==> config.mk <==
export PLATFORM = sky130hd
export DESIGN_NAME = round_sat_pipe
export DESIGN_NICKNAME = d
export VERILOG_FILES = /design/src/rtl/round_sat_pipe.sv
export SDC_FILE = /design/constraint.sdc
export NUM_CORES = 1
export LEC_CHECK = 0
export BUFFER_PORTS_ARGS = -buffer_cell sky130_fd_sc_hd__buf_2
export CAP_MARGIN = 20
export CORE_MARGIN = 1
export CORE_UTILIZATION = 40
export DETAILED_ROUTE_END_ITERATION = 8
export PLACE_DENSITY_LB_ADDON = 0.1
export SLEW_MARGIN = 0
export SYNTH_ARGS = -nofsm -noshare
export SYNTH_HDL_FRONTEND = slang
export SYNTH_SLANG_ARGS = --single-unit
export TNS_END_PERCENT = 50
==> constraint.sdc <==
create_clock -name clk -period 4.18 [get_ports clk]
set_clock_uncertainty 0.1 [all_clocks]
set_input_delay 0.627 -clock clk [delete_from_list [all_inputs] [get_ports clk]]
set_output_delay 0.627 -clock clk [all_outputs]
set_load 0.05 [all_outputs]
==> src/rtl/round_sat_pipe.sv <==
// Two-stage multi-channel rounder/saturator with valid/ready flow control.
// Stage 1 rounds each channel (mode captured with the beat); stage 2 saturates and flags clipping.
module round_sat_pipe #(
  parameter int IW   = 24,
  parameter int OW   = 16,
  parameter int DROP = 8,
  parameter int NCH  = 2,
  parameter int CW   = 16
) (
  input  logic              clk,
  input  logic              rst_n,
  input  logic [1:0]        mode,
  input  logic              clr,
  input  logic [NCH*IW-1:0] in_data,
  input  logic              in_valid,
  output logic              in_ready,
  output logic [NCH*OW-1:0] out_data,
  output logic [NCH-1:0]    out_clip,
  output logic              out_valid,
  input  logic              out_ready,
  output logic [NCH-1:0]    clip_sticky,
  output logic [CW-1:0]     clip_count
);

  localparam int FW = IW - DROP;      // floor result width
  localparam int RW = IW - DROP + 1;  // one spare bit so the rounding carry cannot wrap
  localparam logic [DROP-1:0] HALF = DROP'(1) << (DROP - 1);

  typedef enum logic [1:0] {
    RM_FLOOR      = 2'd0,
    RM_TRUNC      = 2'd1,
    RM_NEAREST    = 2'd2,
    RM_CONVERGENT = 2'd3
  } rmode_e;

  function automatic logic [RW-1:0] round_one(input logic [IW-1:0] x, input rmode_e m);
    logic [FW-1:0]   fl;
    logic [DROP-1:0] fr;
    logic            inc;
    fl  = x[IW-1:DROP];
    fr  = x[DROP-1:0];
    inc = 1'b0;
    unique case (m)
      RM_FLOOR:      inc = 1'b0;
      RM_TRUNC:      inc = x[IW-1] & (|fr);
      RM_NEAREST:    inc = (fr > HALF) | ((fr == HALF) & ~x[IW-1]);
      RM_CONVERGENT: inc = (fr > HALF) | ((fr == HALF) & fl[0]);
    endcase
    return {fl[FW-1], fl} + RW'(inc);
  endfunction

  // Returns {clip, value}; the value fits when all bits above the output sign agree with it.
  function automatic logic [OW:0] sat_one(input logic [RW-1:0] r);
    logic [RW-OW:0] top;
    top = r[RW-1:OW-1];
    if ((&top) || ~(|top)) return {1'b0, r[OW-1:0]};
    return {1'b1, r[RW-1], {(OW-1){~r[RW-1]}}};
  endfunction

  logic                   s1_valid;
  logic [NCH-1:0][RW-1:0] s1_data;
  logic                   s1_load, s2_load, out_hs;
  logic [NCH-1:0][RW-1:0] rnd;
  logic [NCH*OW-1:0]      sat_data;
  logic [NCH-1:0]         sat_clip;

  assign s2_load  = ~out_valid | out_ready;
  assign s1_load  = ~s1_valid | s2_load;
  assign in_ready = s1_load;
  assign out_hs   = out_valid & out_ready;

  // NOTE: every signal driven here gets a default first so no latch can be inferred.
  always_comb begin
    rnd      = '0;
    sat_data = '0;
    sat_clip = '0;
    for (int k = 0; k < NCH; k++) begin
      rnd[k] = round_one(in_data[k*IW +: IW], rmode_e'(mode));
      {sat_clip[k], sat_data[k*OW +: OW]} = sat_one(s1_data[k]);
    end
  end

  // NOTE: datapath registers are reset too, because out_data must read zero during reset.
  always_ff @(posedge clk or negedge rst_n) begin
    if (!rst_n) begin
      s1_valid  <= 1'b0;
      s1_data   <= '0;
      out_valid <= 1'b0;
      out_data  <= '0;
      out_clip  <= '0;
    end else begin
      if (s1_load) begin
        s1_valid <= in_valid;
        if (in_valid) s1_data <= rnd;
      end
      if (s2_load) begin
        out_valid <= s1_valid;
        if (s1_valid) begin
          out_data <= sat_data;
          out_clip <= sat_clip;
        end
      end
    end
  end

  // Clear has priority over a clipping handshake in the same cycle.
  always_ff @(posedge clk or negedge rst_n) begin
    if (!rst_n) begin
      clip_count  <= '0;
      clip_sticky <= '0;
    end else if (clr) begin
      clip_count  <= '0;
      clip_sticky <= '0;
    end else if (out_hs) begin
      clip_sticky <= clip_sticky | out_clip;
      if ((|out_clip) && ~(&clip_count)) clip_count <= clip_count + CW'(1);
    end
  end

endmodule

== Word level (Yosys, flattened, before mapping) ==
Cells that the tools add are included.

* Add/subtract/negate cells: 3
* Magnitude comparators: 2
* Equal/unequal tests: 5
* Multiplexer cells: 13
* Bitwise operators: 23
* Reduce and logical (&&, ||, !) cells: 17

{| class="wikitable"
|+ Operators by type and width
! cell !! number
|-
| two-way mux 17 bit || 4
|-
| two-way mux 16 bit || 3
|-
| adder 16 x 2 -> 17 bit || 2
|-
| adder 16 x 1 -> 16 bit (second input constant) || 1
|-
| == test 8 bit (second input constant) || 2
|-
| > comparator 8 bit (second input constant) || 2
|-
| AND reduction 16 bit || 1
|-
| OR reduction 8 bit || 2
|-
| AND reduction 2 bit || 5
|-
| inverter 1 bit || 9
|-
| one-hot mux 1 bit (4 select lines) || 2
|-
| bitwise AND 1 bit || 7
|-
| OR 1 bit || 6
|-
| OR reduction 2 bit || 3
|-
| == test 2 bit (second input constant) || 2
|-
| two-way mux 2 bit || 2
|-
| nonzero test 2 bit || 2
|-
| == test 2 x 1 -> 1 bit (second input constant) || 1
|-
| zero test 2 bit || 1
|-
| logical OR 1 bit || 2
|-
| two-way mux 1 bit || 2
|-
| OR 2 bit || 1
|-
| logical AND 1 bit || 1
|}

* Register bits: 88
* Input bits: 55
* Output and inout port bits: 54

== Logic depth before layout (Yosys ltp) ==
* Depth in word-level cells: 6
* Mapped depth: 10
* Mapped depth without buffers: 10

== Worst setup path after synthesis ==
No wires, ideal clock.

* Path kind: input -> register
* Start point: input port in_data[2]
* End point: register s1_data[7] (netlist name)
* Setup time: 0.133 ns
* Data arrival time: 2.264 ns
* Data required time: 3.947 ns
* Path slack: 1.683 ns
* Stages on the path: 10
* Path buffers: 1
* Path through: nor4_1 -> nand2_1 -> a32o_1 -> a32o_1 -> ha_1 -> and2_1 -> clkbuf_1 -> nand4_1 -> xor2_1 -> o21ai_0

* Cells in the longest elaborated chain, start to end: 5
* Elaborated cells between the ends (all ways): 10
* Those cells by class: add/sub: 1; order compare: 1; eq/ne: 1; mux: 1; bitwise: 5; reduce/logical: 1

{| class="wikitable"
|+ RTL lines
! element !! RTL line !! RTL
|-
| from (decl) || 14 || <nowiki>input logic [NCH*IW-1:0] in_data,</nowiki>
|-
| branches (longest 3 deep; another with > comparator 8 bit) || - ||
|-
| one-hot mux 1 bit (4 select lines) (*) || 43 || <nowiki>unique case (m)</nowiki>
|-
| adder 16 x 2 -> 17 bit (*) || 49 || <nowiki>return {fl[FW-1], fl} + RW'(inc);</nowiki>
|-
| to (signal assigned) || 94 || <nowiki>if (in_valid) s1_data <= rnd;</nowiki>
|-
| to (decl) || 61 || <nowiki>logic [NCH-1:0][RW-1:0] s1_data;</nowiki>
|}

Mark *: on every way between the ends.
A chain may end at the register's enable or synchronous reset.

== Worst setup path in the final report ==
* Start point: input port in_data[26]
* End point: register s1_data[33] (netlist name)

Same word-level chain as after synthesis.

==> reports/metrics.yaml <==
synth_area_sq_um: 4380
cts-resized-gates: 0
routabilityCongestion: 0.813
clock_latency_ns: 0.36
async_reset_ff_share_pct: 100
synth-seq-cells: 88
cts.sinks: 88
start_util_pct: 41.9
grt_pass1_vias: 3826
synthTopCellsByCount: "nand2_1, dfrtp_1, o21ai_0, a21oi_1, clkbuf_1"
cp.required_ns: 4.38
synth_edf_count: 0
postCtsSetupRepairBufs: 0
cap_violations: 0
die-area_sq_um: 11400
leakage_nw: 2.36
cts_tree: "done"
ant_nets: 0
timing.fmax_mhz: 417
p_sw_w: 0.00106
drive_gt1_share_pct: 22.3
die_x_um: 107
path_max_fanout: 5
area_growth_syn_to_layout_pct: 19.9
vias: 3808
grt_overflow_total: 0
rsz0062_at_grt: "false"
diodes: 0
drt_iter0_drc: 137
power.density_nw_per_um2: 488
drc: 0
core_area_sq_um: 10500
hold_buffers: 0
met2_usage_pct: 34.1
yosys.cell_types.count: 41
synth.most_common_cell: "nand2_1"
critPathKind: "input pin to register"
status: "finished clean"
grt_pass1_wl_mm: 18.3
gr-usage-all-layers_pct: 20.2
viasPerCell: 5.20
path_common_cell: "nand2_1"
clockRootBuffer: "clkbuf_8"
r2r_slack_ns: 1.87
end_kind: "register"
hold_violations: 0
wl_per_cell_um: 14.5
use_met3_pct: 4.44
antenna_found_initial: 1
path_cells: "buf_2 -> nor4_1 -> a311oi_1 -> o21ai_0 -> nand2_1 -> ha_1 -> ha_1 -> nand2_1 -> nor3_1 -> a311o_1 -> nand2_1"
setup_violations: 0
die_height_um: 107
finalCriticalPeriod_ns: 2.40
yosys_warnings: 0
ioPinCount: 109
swShare_pct: 41.3
syn_nets: 558
synthDominantCellAreaShare_pct: 50.2
portBuffers: 108
p_comb_share_pct: 33.7
grt_max_degree: 67
utilization_pct: 50.2
crit_family: "simple AND/OR/NAND/NOR gates"
setup_tns_ns: 0
avgSynthCellArea_sq_um: 8.87
h-tree-depth: 3
pwr-share-seq_pct: 42.5
maxSlewViolCount: 0
synth_area_leaders: "dfrtp_1, nand2_1, o21ai_0"
synth_cells: 494
dominantRegCellSynth: "dfrtp_1"
cts_buffer_depth: 2
tightestPinTransition_ns: 0.990
clkTransAtPathRegs_ns: 0.09
drt_pre_antenna_iters: 4
worstPathArrival_ns: 2.60
numCtsBuffers: 9
fin_crit_sh_pct: 57.4
dp_hpwl_mm: 7.53
fin_nets: 656
crit_buf_inv: 1
clockPowerShare_pct: 23.8
wirelength_mm: 10.6
vdd_drop_max_v: 0.000362
placementRows: 37
maxSlewHeadroom_pct: 33.8
seq_area_frac_synth_pct: 50.2
critPathMaxStageDelay_ns: 0.37
yosys.area.top_type: "dfrtp_1"
start_kind: "input pin"
met1_usage_pct: 25.8
hold_path.class: "input pin to asynchronous set/reset pin"
gr-max-usage-layer: "met2"
crit_slowest_cell: "nor4_1"
power.internal_w: 0.00151
[logic make-up (layout without fill, tap and decap cells)]
family	Yosys count	in the layout	share of synthesized area [%]
and+or+nand+nor	192	192	20.3
adders and majority gates	9	9	2.57
AOI/OAI and AO/OA	136	136	17.6
buffers and inverters	40	143	3.45
DFF	88	88	50.2
xor gates and xnor gates	27	27	5.40
muxes	2	2	0.485
[state kept, by name, indices dropped and copies added, names as in the netlist]
signal / count
clip_count: 16
clip_sticky: 2
out_clip: 2
out_data: 32
out_valid: 1
s1_data: 34
s1_valid: 1
[worst paths after layout]
check,from,end,cells past startpoint
setup / recovery,in_data[26],s1_data[33],11
hold / removal,rst_n,clip_count[14],1
setup reg to reg,s1_data[15],out_data[7],5
hold reg to reg,out_data[22],out_data[22],2
max in group asynchronous,rst_n,s1_data[30],2
min in group clk,in_valid,s1_valid,2
[metal layers]
layer	up-vias	part of all wire, %	wire length (um)
met1	1759	46	4900
met5	-	0	0
met2	86	48	5140
li1	1951	-	-
met4	0	1.4	149
met3	12	4.1	441
[cell usage in the layout (no fill, tap or decap), drive strengths merged, types with 5 or more instances in the layout]
cell type,n
a21oi,40
a31oi,6
buf,113
clkbuf,10
dfrtp,88
ha,9
inv,15
nand2,96
nand3,19
nand4,10
nor2,17
nor3,15
nor4,13
o21ai,68
o31ai,5
or4,7
xnor2,21
xor2,6
[worst reg2reg max path, delay by kind of cell (launching register included)]
kind                       cells  cell delay [ns]
adders and majority gates      1             0.52
AOI/OAI and AO/OA              2             0.33
buffers and inverters          1             0.05
and+or+nand+nor                1             0.86
DFF                            1             0.38
[layout make-up]
type	instances	area, sq um
Clock buffer	10	138
Clock inverter	6	67.6
Fill cell	1068	5210
Inverter	14	52.6
Multi-Input combinational cell	366	2030
Sequential cell	88	2200
Tap cell	136	170
Timing Repair Buffer	113	593
[power groups by stage]
stage               clock network (W)  registers [W]  logic [W]
floorplan                           0        0.00147   0.000251
global placement                    0        0.00111   0.000858
detailed placement                  0        0.00111   0.000866
CTS                          0.000633        0.00110   0.000868
global route                 0.000670        0.00111   0.000944
finish                       0.000612        0.00109   0.000864
[stage by stage]
step	cells	instance area (sq um)	power, W	hold slack (ns)	setup slack [ns]
6_report	733	5260	0.00257	0.242	1.78
2_1_floorplan	494	4380	0.00172	0.231	1.68
5_1_grt	733	5260	0.00273	0.285	1.59
3_5_place_dp	715	5020	0.00198	0.366	1.41
4_1_cts	731	5230	0.00260	0.256	1.70
3_3_place_gp	715	5020	0.00196	0.358	1.48
No activity file was read; power rests on OpenSTA's default activity.
